`config.mk`:
```
export PLATFORM = sky130hd
export DESIGN_NAME = i2c_sequencer
export DESIGN_NICKNAME = d
export VERILOG_FILES = /design/src/rtl/i2c_pkg.sv /design/src/rtl/rr_arbiter.sv /design/src/rtl/i2c_sequencer.sv
export SDC_FILE = /design/constraint.sdc
export NUM_CORES = 1
export LEC_CHECK = 0
export CORE_MARGIN = 2
export CORE_UTILIZATION = 46
export CTS_CLUSTER_DIAMETER = 60
export CTS_CLUSTER_SIZE = 30
export DETAILED_ROUTE_END_ITERATION = 8
export PLACE_DENSITY_LB_ADDON = 0.3
export SETUP_SLACK_MARGIN = 0.5
export SLEW_MARGIN = 0
export SYNTH_ARGS = -nofsm -noshare
export SYNTH_HDL_FRONTEND = slang
export SYNTH_SLANG_ARGS = --single-unit
```
`constraint.sdc`:
```
create_clock -name clk -period 3.6 [get_ports clk]
set_clock_uncertainty 0.15 [all_clocks]
set_input_delay 0.72 -clock clk [delete_from_list [all_inputs] [get_ports clk]]
set_output_delay 0.72 -clock clk [all_outputs]
set_load 0.02 [all_outputs]
```
`src/rtl/i2c_pkg.sv`:
```
// i2c_pkg: shared FSM state type and byte-controller command encoding for the I2C sequencer
package i2c_pkg;
  typedef enum logic [2:0] {IDLE, ADDR, DATA, STOP, DONE} state_t;
  localparam logic [4:0] CMD_NONE  = 5'b00000;
  localparam logic [4:0] CMD_START = 5'b10000;
  localparam logic [4:0] CMD_STOP  = 5'b01000;
  localparam logic [4:0] CMD_READ  = 5'b00100;
  localparam logic [4:0] CMD_WRITE = 5'b00010;
  localparam logic [4:0] CMD_ACK   = 5'b00001;
  function automatic logic [4:0] data_cmd(input logic rd, input logic last);
    return (rd ? CMD_READ : CMD_WRITE) | (last ? (rd ? (CMD_STOP | CMD_ACK) : CMD_STOP) : CMD_NONE);
  endfunction
endpackage

```
`src/rtl/rr_arbiter.sv`:
```
// rr_arbiter: round-robin grant, lowest index above the last recorded owner wins
module rr_arbiter #(
  parameter int N = 4
) (
  input  logic                 clk,
  input  logic                 reset_n,
  input  logic [N-1:0]         req,
  input  logic                 advance,
  input  logic [$clog2(N)-1:0] last_in,
  output logic [N-1:0]         gnt,
  output logic [$clog2(N)-1:0] gnt_idx,
  output logic                 any
);
  localparam int IW = $clog2(N);
  logic [IW-1:0] last, j;
  always_ff @(posedge clk)
    if (!reset_n) last <= IW'(N - 1);
    else if (advance) last <= last_in;
  always_comb begin
    gnt = '0;
    gnt_idx = '0;
    any = 1'b0;
    j = '0;
    for (int i = N; i >= 1; i--) begin
      j = IW'((int'(last) + i) % N);
      if (req[j]) begin
        any = 1'b1;
        gnt_idx = j;
      end
    end
    if (any) gnt[gnt_idx] = 1'b1;
  end
endmodule

```
`src/rtl/i2c_sequencer.sv`:
```
// i2c_sequencer: arbitrates requesters and sequences address/data/stop commands to an I2C byte controller
module i2c_sequencer import i2c_pkg::*; #(
  parameter int NUM_REQ   = 4,
  parameter int MAX_BYTES = 4
) (
  input  logic                           clk,
  input  logic                           reset_n,
  input  logic [NUM_REQ-1:0]             req,
  input  logic [NUM_REQ*7-1:0]           dev_addr,
  input  logic [NUM_REQ-1:0]             rnw,
  input  logic [NUM_REQ*3-1:0]           len,
  input  logic [NUM_REQ*8*MAX_BYTES-1:0] wdata,
  output logic [NUM_REQ-1:0]             grant,
  output logic                           done,
  output logic                           err,
  output logic [8*MAX_BYTES-1:0]         rdata,
  output logic                           bc_start,
  output logic                           bc_stop,
  output logic                           bc_read,
  output logic                           bc_write,
  output logic                           bc_ack_in,
  output logic [7:0]                     bc_din,
  input  logic                           bc_cmd_ack,
  input  logic                           bc_ack_out,
  input  logic [7:0]                     bc_dout,
  input  logic                           bc_al
);
  localparam int IW = $clog2(NUM_REQ);
  localparam int BW = MAX_BYTES > 1 ? $clog2(MAX_BYTES) : 1;
  state_t state, state_n;
  logic [NUM_REQ-1:0] grant_n, arb_gnt;
  logic [IW-1:0] own, own_n, arb_idx;
  logic arb_any, rnw_q, rnw_n, done_n, err_n;
  logic [BW-1:0] last_q, last_n, idx_q, idx_n;
  logic [MAX_BYTES-1:0][7:0] wbuf_q, wbuf_n, rbuf_q, rbuf_n;
  logic [4:0] cmd_q, cmd_n;
  logic [7:0] din_n;
  logic [8*MAX_BYTES-1:0] rdata_n;
  int l_eff;
  assign {bc_start, bc_stop, bc_read, bc_write, bc_ack_in} = cmd_q;
  rr_arbiter #(.N(NUM_REQ)) u_arb (
    .clk(clk), .reset_n(reset_n), .req(req), .advance(state == DONE), .last_in(own),
    .gnt(arb_gnt), .gnt_idx(arb_idx), .any(arb_any)
  );
  always_ff @(posedge clk)
    if (!reset_n) begin
      state <= IDLE;
      grant <= '0;
      own <= '0;
      rnw_q <= 1'b0;
      last_q <= '0;
      idx_q <= '0;
      wbuf_q <= '0;
      rbuf_q <= '0;
      cmd_q <= CMD_NONE;
      bc_din <= '0;
      done <= 1'b0;
      err <= 1'b0;
      rdata <= '0;
    end else begin
      state <= state_n;
      grant <= grant_n;
      own <= own_n;
      rnw_q <= rnw_n;
      last_q <= last_n;
      idx_q <= idx_n;
      wbuf_q <= wbuf_n;
      rbuf_q <= rbuf_n;
      cmd_q <= cmd_n;
      bc_din <= din_n;
      done <= done_n;
      err <= err_n;
      rdata <= rdata_n;
    end
  // Commands are registered on the same edge as grant, so the next command is loaded on the ack edge
  always_comb begin
    state_n = state;
    grant_n = grant;
    own_n = own;
    rnw_n = rnw_q;
    last_n = last_q;
    idx_n = idx_q;
    wbuf_n = wbuf_q;
    rbuf_n = rbuf_q;
    cmd_n = cmd_q;
    din_n = bc_din;
    done_n = 1'b0;
    err_n = err;
    rdata_n = rdata;
    l_eff = (len[arb_idx*3 +: 3] == 3'd0) ? 1 : int'(len[arb_idx*3 +: 3]);
    l_eff = (l_eff > MAX_BYTES) ? MAX_BYTES : l_eff;
    if (state == IDLE) begin
      if (arb_any) begin
        state_n = ADDR;
        grant_n = arb_gnt;
        own_n = arb_idx;
        rnw_n = rnw[arb_idx];
        last_n = BW'(l_eff - 1);
        idx_n = '0;
        err_n = 1'b0;
        rbuf_n = '0;
        wbuf_n = wdata[arb_idx*8*MAX_BYTES +: 8*MAX_BYTES];
        cmd_n = CMD_START | CMD_WRITE;
        din_n = {dev_addr[arb_idx*7 +: 7], rnw[arb_idx]};
      end
    end else if (state == DONE) begin
      state_n = IDLE;
      grant_n = '0;
    end else if (bc_al) begin
      state_n = DONE;
      cmd_n = CMD_NONE;
      err_n = 1'b1;
      done_n = 1'b1;
      rdata_n = rbuf_q;
    end else if (bc_cmd_ack) begin
      cmd_n = CMD_NONE;
      if (state == ADDR && bc_ack_out) begin
        state_n = STOP;
        err_n = 1'b1;
        cmd_n = CMD_STOP;
      end else if (state == ADDR) begin
        state_n = DATA;
        cmd_n = data_cmd(rnw_q, last_q == '0);
        din_n = wbuf_q[0];
      end else if (state == DATA) begin
        rbuf_n[idx_q] = rnw_q ? bc_dout : rbuf_q[idx_q];
        if (idx_q == last_q) begin
          state_n = DONE;
          done_n = 1'b1;
          rdata_n = rbuf_n;
        end else if (!rnw_q && bc_ack_out) begin
          state_n = STOP;
          err_n = 1'b1;
          cmd_n = CMD_STOP;
        end else begin
          idx_n = idx_q + BW'(1);
          cmd_n = data_cmd(rnw_q, idx_n == last_q);
          din_n = wbuf_q[idx_n];
        end
      end else begin
        state_n = DONE;
        done_n = 1'b1;
        rdata_n = rbuf_q;
      end
    end
  end
endmodule

```
==> results.md, run 1 <==
Run status
• **status** complete, no violations

Clock tree
• **post-cts gate resize count** 0
• **number of setup buffers added after CTS** 0
• **# H-tree levels** 4
• **clock insertion delay at the later pin of the skew report** 0.43 ns
• **buffer cell driving the clock tree root** sky130_fd_sc_hd__clkbuf_16
• **number of buffers created by CTS** 17
• **clock input transition at the sequential cells of the worst setup and hold paths** 0.06 ns
• **number of hold-repair buffers added at the cts stage** 0
• **clock tree from TritonCTS** yes
• **clock buffer depth** 2
• **number of sinks on the clock net** 127

Yosys
• **flip-flop cell with the highest count after synthesis** sky130_fd_sc_hd__dfxtp_1
• **mapped cell area** 0.00679 mm²
• **number of unique standard cell types used by synthesis** 54
• **ys async rst share** 0%
• **register bit total from synthesis** 127
• **adder and majority cell fraction of the synthesized area** 0.737%
• **gate count of the mapped netlist** 814
• **complex-gate fraction of the synthesized area** 28.6%
• **sequential fraction of the synthesis area** 37.4%
• **Yosys warnings** 0
• **post-synthesis share of cell area spent on and, or, nand and nor gates** 14.9%
• **share of cell area taken by muxes after synthesis** 12.8%
• **combinational family with the most area after synthesis** compound AO/OA/AOI/OAI gates
• **Mapped Avg Cell Area** 8.35 µm²
• **Post-Syn Nets** 1,007
• **count of flip-flops with a built-in enable after synthesis** 0
• **XOR/XNOR Fraction of Synth Area** 0.497%

Route
• **DR vias/cell** 5.99
• **post-route ant nets** 0
• **routed length per instance** 18.9 µm
• **detailed-route via count** 7,286
• **number of DRC violations after detailed routing** 0
• **count of TritonRoute iterations in the first routing pass** 5
• **routed wire length** 23.0 mm
• **iteration-0 DRC count of the detailed router** 637

STA
• **maximum achievable frequency** 347 MHz
• **count of final setup violators** 0
• **ratio of final minimum period to clock period** 80.1%
• **time the final worst path needs with I/O delays and setup** 2.88 ns
• **summed negative setup slack over all endpoints** 0 ns
• **worst hold slack** 0.299 ns
• **Hold Violations, Final** 0
• **unrepaired setup endpoints after global routing** false
• **slew at the pin with the worst max-slew slack** 1.06 ns
• **worst setup slack after layout** 0.716 ns
• **relative slew slack** 29.4%
• **max-slew violations** 0

Global routing
• **maximum number of pins on one net before global-route repair** 47
• **first-pass GRT wire length** 36.5 mm
• **initial antenna violation count** 0
• **vias in the first global route** 7,069
• **global-route usage over all layers** 28.9%
• **leftover overflow at the end of global routing** 0

Die
• **initial standard-cell utilization of the core** 46.9%
• **# rows** 44
• **number of I/O pins** 240
• **Chip Height** 126 µm
• **full die area** 0.0158 mm²
• **die span in x** 126 µm
• **Core Region** 0.0145 mm²

Final layout
• **post-layout instance count excluding filler cells** 1,217
• **total number of nets in the final design** 1,213
• **final design instance area without fill** 0.00991 mm²
• **n_diodes** 0
• **share of final-layout standard cells stronger than drive strength 1** 10.6%
• **Syn-to-layout area delta** 45.8%

Critical path
• **standard cell with the maximum stage delay on the critical path** sky130_fd_sc_hd__clkdlybuf4s50_1
• **Top delay family on crit path** buffers and inverters
• **CP peak stage delay** 0.51 ns
• **WS Path Type** in -> reg
• **kind of start point of the critical path** input port
• **buffers and inverters on the worst path** 2
• **crit-path cells** clkdlybuf4s50_1 > nor2b_1 > o21a_1 > nor3_2 > buf_12 > mux2_1 > a21oi_1 > o21ai_0 > o211a_1
• **endpoint class of the critical path** register
• **crit path max fanout** 46
• **data arrival at the endpoint of the critical path** 3.05 ns
• **CP Data Required Time** 3.77 ns

Power and ir drop
• **Power Dens Cells** 456 mW/mm²
• **clock share of power** 37.4%
• **logic gate share of total power** 26.3%
• **part of the total power dissipated in sequential elements** 36.3%
• **net switching component of the power** 0.00138 W
• **Pleak** 3.43 nW
• **cell-internal power** 0.00313 W
• **Max rail drop VDD** 0.000377 V
• **switching part of the total power** 30.6%

Place
• **DP Worst Slack** 0.292 ns
• **post-placement cell count** 1,185
• **placed cell areas** 0.00933 mm²
• **HPWL after DPL** 17.1 mm
• **final weighted congestion in routability-driven placement** 0.884
• **# port buffers** 239

Run
• **Max-cap violations** 0

Worst hold path
• **Hold Path Class** reg -> reg

worst paths after layout:
path,cells after the start,slack (ns),endpoint,from
worst max-delay path,9,0.72,last_q[0],req[3]
worst min-delay path,2,0.30,rdata[4],rdata[4]
worst max register to register,9,0.74,bc_din[2],idx_q[0]
worst min register to register,2,0.30,rdata[4],rdata[4]
cell usage after synthesis, types with 2 or more instances:
master | n | area [µm²]
sky130_fd_sc_hd__dfxtp_1 | 127 | 2540
sky130_fd_sc_hd__nand2_1 | 113 | 424
sky130_fd_sc_hd__a21oi_1 | 84 | 420
sky130_fd_sc_hd__nor2_1 | 74 | 278
sky130_fd_sc_hd__o21ai_0 | 53 | 265
sky130_fd_sc_hd__clkbuf_1 | 49 | 184
sky130_fd_sc_hd__a221oi_1 | 46 | 403
sky130_fd_sc_hd__mux2_2 | 34 | 383
sky130_fd_sc_hd__o211ai_1 | 33 | 248
sky130_fd_sc_hd__a22oi_1 | 32 | 240
sky130_fd_sc_hd__mux2i_1 | 27 | 270
sky130_fd_sc_hd__buf_2 | 14 | 70.1
sky130_fd_sc_hd__nand3_1 | 14 | 70.1
sky130_fd_sc_hd__inv_1 | 10 | 37.5
sky130_fd_sc_hd__nor3_1 | 10 | 50.1
sky130_fd_sc_hd__mux4_2 | 9 | 203
sky130_fd_sc_hd__a32o_1 | 8 | 80.1
sky130_fd_sc_hd__o21ai_1 | 8 | 40.0
sky130_fd_sc_hd__nand2b_1 | 7 | 43.8
sky130_fd_sc_hd__buf_1 | 6 | 22.5
sky130_fd_sc_hd__and2_1 | 4 | 25.0
sky130_fd_sc_hd__buf_4 | 4 | 30.0
sky130_fd_sc_hd__ha_1 | 4 | 50.1
sky130_fd_sc_hd__a211oi_1 | 3 | 22.5
sky130_fd_sc_hd__a221o_1 | 3 | 30.0
sky130_fd_sc_hd__a31oi_1 | 3 | 18.8
sky130_fd_sc_hd__nand3b_1 | 3 | 22.5
sky130_fd_sc_hd__a32oi_1 | 2 | 17.5
sky130_fd_sc_hd__nor2b_1 | 2 | 12.5
sky130_fd_sc_hd__nor4_1 | 2 | 12.5
sky130_fd_sc_hd__o211a_1 | 2 | 20.0
sky130_fd_sc_hd__o21a_1 | 2 | 15.0
routing by layer:
| layer | wire length, µm | vias up | global-route usage [%] |
|---|---|---|---|
| met2 | 10400 | 383 | 44.6 |
| met1 | 9740 | 3402 | 38.3 |
| li1 | - | 3439 | - |
| met4 | 667 | 0 | 11.6 |
| met3 | 2130 | 62 | 8.13 |
| met5 | 0 | - | 0 |
layout make-up:
cell class | count | area (µm²)
clock buffers | 21 | 460
clock inverters | 11 | 115
fillers | 1154 | 4570
inverters | 10 | 37.5
multi-input cells | 604 | 3930
flip-flops and latches | 127 | 2540
well taps | 184 | 230
repair buffers | 260 | 2590
flip-flops by register name (all words and copies together), names as in the netlist:
signal / count
bc_din: 8
cmd_q: 5
done: 1
err: 1
grant: 4
idx_q: 2
last_q: 2
own: 2
rbuf_q: 32
rdata: 32
rnw_q: 1
state: 3
u_arb.last: 2
wbuf_q: 32
kinds of logic (layout without fill, tap and decap cells):
kind of cell	Yosys count	in the layout
fa+ha+maj	4	4
compound gates	290	290
simple gates	236	236
buf+inv	83	302
flops	127	127
mux	71	71
xor+xnor	3	3
per-stage QoR:
step,utilization (%),total power [W]
2_1_floorplan,-,0.00231
3_3_place_gp,64.4,0.00282
3_5_place_dp,64.4,0.00283
4_1_cts,68.4,0.00450
5_1_grt,68.4,0.00468
6_report,68.4,0.00451
power groups by stage:
stage          registers, W  logic, W  clock network [W]
4_1_cts             0.00163   0.00118            0.00169
3_3_place_gp        0.00166   0.00116                  0
3_5_place_dp        0.00166   0.00117                  0
6_report            0.00164   0.00119            0.00169
5_1_grt             0.00165   0.00128            0.00175
2_1_floorplan       0.00165  0.000658                  0
worst reg2reg max path, stage by stage (launching register included):
cell and delay, ns:
sky130_fd_sc_hd__dfxtp_1 0.33, sky130_fd_sc_hd__buf_4 0.23, sky130_fd_sc_hd__inv_1 0.13, sky130_fd_sc_hd__ha_1 0.54
sky130_fd_sc_hd__buf_4 0.27, sky130_fd_sc_hd__mux2i_1 0.26, sky130_fd_sc_hd__o21ai_0 0.11, sky130_fd_sc_hd__a221oi_1 0.44
sky130_fd_sc_hd__nor2_1 0.08, sky130_fd_sc_hd__a32o_1 0.22
cells in the final DEF, fill, tap and decap left out, drive strengths merged, types with 21 or more instances in the layout:
cell type	count
o21ai	61
buf	21
nand2	113
mux2	35
a221oi	47
dfxtp	127
nor2	75
a22oi	32
mux2i	27
clkbuf	21
clkdlybuf4s50	239
o211ai	33
a21oi	85
Note: power is estimated with default switching activity, not from simulation.
==> run 2, diff against run 1 <==
--- a/config.mk
+++ b/config.mk
@@ -6,7 +6,7 @@
 export NUM_CORES = 1
 export LEC_CHECK = 0
 export CORE_MARGIN = 2
-export CORE_UTILIZATION = 46
+export CORE_UTILIZATION = 41
 export CTS_CLUSTER_DIAMETER = 60
 export CTS_CLUSTER_SIZE = 30
 export DETAILED_ROUTE_END_ITERATION = 8
==> constraint.sdc (replaced) <==
create_clock -name clk -period 2.64 [get_ports clk]
set_clock_uncertainty 0.15 [all_clocks]
set_input_delay 0.528 -clock clk [delete_from_list [all_inputs] [get_ports clk]]
set_output_delay 0.528 -clock clk [all_outputs]
set_load 0.02 [all_outputs]
==> run 2 against run 1 <==
Net effect:
- clock-buffer cell count is the same
- worst hold slack lost 0.0024 ns
- via count rose by 5.0%
- flip-flop and latch count unchanged
- non-clock buffer count is 76 higher
- critical path type unchanged
- largest cell class unchanged
- critical path depth up 2
- cell area is 13% higher
- worst setup slack worse by 0.26 ns
- die area increased by 12%
- total power up 51%
- sequential share of layout area down 2.8 points
==> results.md, run 2 (synthesis results as in run 1) <==
Die
• **initial standard-cell utilization of the core** 41.4%, -5.5 points
• **Chip Height** 133 µm, +5.7%
• **full die area** 0.0176 mm², +12%
• **Core Region** 0.0164 mm², +13%
• **# rows** 47, +6.8%
• **die span in x** 133 µm, +5.7%
• **number of I/O pins** 240, unchanged

Worst hold path
• **cell count of the worst hold path** 2, unchanged
• **Hold Path Class** reg -> reg

STA
• **summed negative setup slack over all endpoints** 0 ns, unchanged
• **ratio of final minimum period to clock period** 82.7%
• **time the final worst path needs with I/O delays and setup** 2.18 ns
• **count of final setup violators** 0, unchanged
• **max-slew violations** 0, unchanged
• **relative slew slack** 60.1%, +31 points
• **unrepaired setup endpoints after global routing** true
• **worst hold slack** 0.297 ns, -0.00239 ns
• **maximum achievable frequency** 458 MHz
• **Hold Violations, Final** 0, unchanged
• **slew at the pin with the worst max-slew slack** 0.596 ns, -0.463 ns

Clock tree
• **number of sinks on the clock net** 127, unchanged
• **clock insertion delay at the later pin of the skew report** 0.42 ns, about the same
• **number of buffers created by CTS** 17, unchanged
• **clock tree from TritonCTS** yes
• **number of hold-repair buffers added at the cts stage** 0, unchanged
• **clock buffer depth** 2, unchanged
• **buffer cell driving the clock tree root** sky130_fd_sc_hd__clkbuf_16
• **clock input transition at the sequential cells of the worst setup and hold paths** 0.05 ns, about the same
• **# H-tree levels** 4, unchanged

Final layout
• **layout filler cell count** 1,258, +9.0%
• **n_diodes** 0, unchanged
• **total number of nets in the final design** 1,290, +6.3%
• **largest registers ranked by flip-flop count** rbuf_q x32, rdata x32, wbuf_q x32
• **leading cell types in the layout, fill and taps excluded** 234 x sky130_fd_sc_hd__clkdlybuf4s50_1, 120 x sky130_fd_sc_hd__dfxtp_1, 112 x sky130_fd_sc_hd__nand2_1, 81 x sky130_fd_sc_hd__a21oi_1, 72 x sky130_fd_sc_hd__buf_4
• **most frequent standard cell in the layout excluding fill and tap cells** sky130_fd_sc_hd__clkdlybuf4s50_1
• **Core Util, Final** 68.3%, -0.10 points
• **post-layout instance count excluding filler cells** 1,330, +9.3%
• **share of final-layout standard cells stronger than drive strength 1** 23.5%, +13 points
• **Syn-to-layout area delta** 65.0%

Route
• **post-route ant nets** 0, unchanged
• **DR vias/cell** 5.75, -3.9%
• **detailed-route via count** 7,649, +5.0%
• **number of DRC violations after detailed routing** 0, unchanged
• **count of TritonRoute iterations in the first routing pass** 5, unchanged
• **routed length per instance** 19.0 µm, +0.89%
• **iteration-0 DRC count of the detailed router** 706, +11%
• **routed wire length** 25.3 mm, +10%

Critical path
• **WS Path Type** in -> reg
• **kind of start point of the critical path** input port
• **CP Data Required Time** 2.83 ns, -0.94 ns
• **data arrival at the endpoint of the critical path** 2.38 ns, -0.67 ns
• **cell depth of the worst flop-to-flop path** 10, +1
• **endpoint class of the critical path** register
• **crit path max fanout** 6, -87%

Global routing
• **first-pass GRT wire length** 38.4 mm, +5.4%
• **leftover overflow at the end of global routing** 0, unchanged
• **initial antenna violation count** 0, unchanged
• **maximum number of pins on one net before global-route repair** 69, +47%
• **vias in the first global route** 7,206, +1.9%
• **global-route usage over all layers** 27.5%, -1.5 points

Power and ir drop
• **Max rail drop VDD** 0.000476 V, +26%
• **Pleak** 4.02 nW, +17%
• **sum of internal, switching and leakage power** 0.00680 W, +51%
• **Power Dens Cells** 607 mW/mm², +33%

Place
• **post-placement cell count** 1,275, +7.6%
• **HPWL after DPL** 17.7 mm, +4.0%
• **final weighted congestion in routability-driven placement** 0.910, +3.0%
• **# port buffers** 239, unchanged

Run
• **Max-cap violations** 0, unchanged

Run status
• **status** complete, no violations

-- run 2: cell types whose count changed in the layout (fill, tap and decap cells not counted), sizes merged, moves of 2 or more --
cell           delta
buf              +76
clkdlybuf4s50     -5
clkinvlp          -3
bufinv            +2
clkbuf            +2
dlygate4sd2       +2
-- run 2: per-stage QoR --
stage          setup slack (ns)  cell area [µm²]
6_report                  0.457            11200
5_1_grt                   0.410            11200
3_3_place_gp             -0.384             9890
4_1_cts                   0.507            10800
2_1_floorplan             0.473             6900
3_5_place_dp             -0.390             9890
-- run 2: worst max-delay path, cell delays in order --
cell and delay, ns:
sky130_fd_sc_hd__dlygate4sd2_1 0.24, sky130_fd_sc_hd__buf_6 0.13, sky130_fd_sc_hd__nor2b_1 0.05, sky130_fd_sc_hd__o21a_2 0.23, sky130_fd_sc_hd__nor3_4 0.18, sky130_fd_sc_hd__buf_6 0.22
sky130_fd_sc_hd__buf_8 0.16, sky130_fd_sc_hd__mux2i_1 0.07, sky130_fd_sc_hd__mux2i_1 0.25, sky130_fd_sc_hd__nand2b_1 0.13, sky130_fd_sc_hd__a21oi_2 0.16
-- run 2: path summary, 6_finish.rpt --
check	startpoint	to	slack (ns)
setup / recovery	req[0]	last_q[1]	0.46
hold / removal	rdata[23]	rdata[23]	0.30
setup reg to reg	u_arb.last[0]	last_q[1]	0.48
hold reg to reg	rdata[23]	rdata[23]	0.30
-- run 2: layer usage --
metal | share of wire [%] | global-route usage (%)
met1 | 43 | 37.3
met2 | 47 | 43.2
met3 | 6.6 | 4.60
met4 | 3.3 | 11.9
met5 | 0 | 0
-- run 2: timing repair --
item / CTS / global route
gates cloned: 2 / 1
endpoints found under the setup margin: 111 / 110
pin swaps: 6 / 15
setup buffers: 10 / 10
resized for setup: 49 / 76
-- run 2: area by class of cell --
class,count,area [µm²],area share (%)
Clock buffer,21,470,4.20
Clock inverter,11,161,1.44
Inverter,10,40.0,0.357
Multi-Input combinational cell,605,4400,39.3
Sequential cell,127,2560,22.8
Tap cell,220,275,2.46
Timing Repair Buffer,336,3300,29.5
-- run 2: where the power goes --
group | leakage, nW | internal, W | switching, W | total [W]
Sequential | 1.04 | 0.00208 | 0.000144 | 0.00223
Combinational | 2.67 | 0.00103 | 0.00105 | 0.00208
Clock | 0.313 | 0.00165 | 0.000850 | 0.00250
Total | 4.02 | 0.00476 | 0.00204 | 0.00680
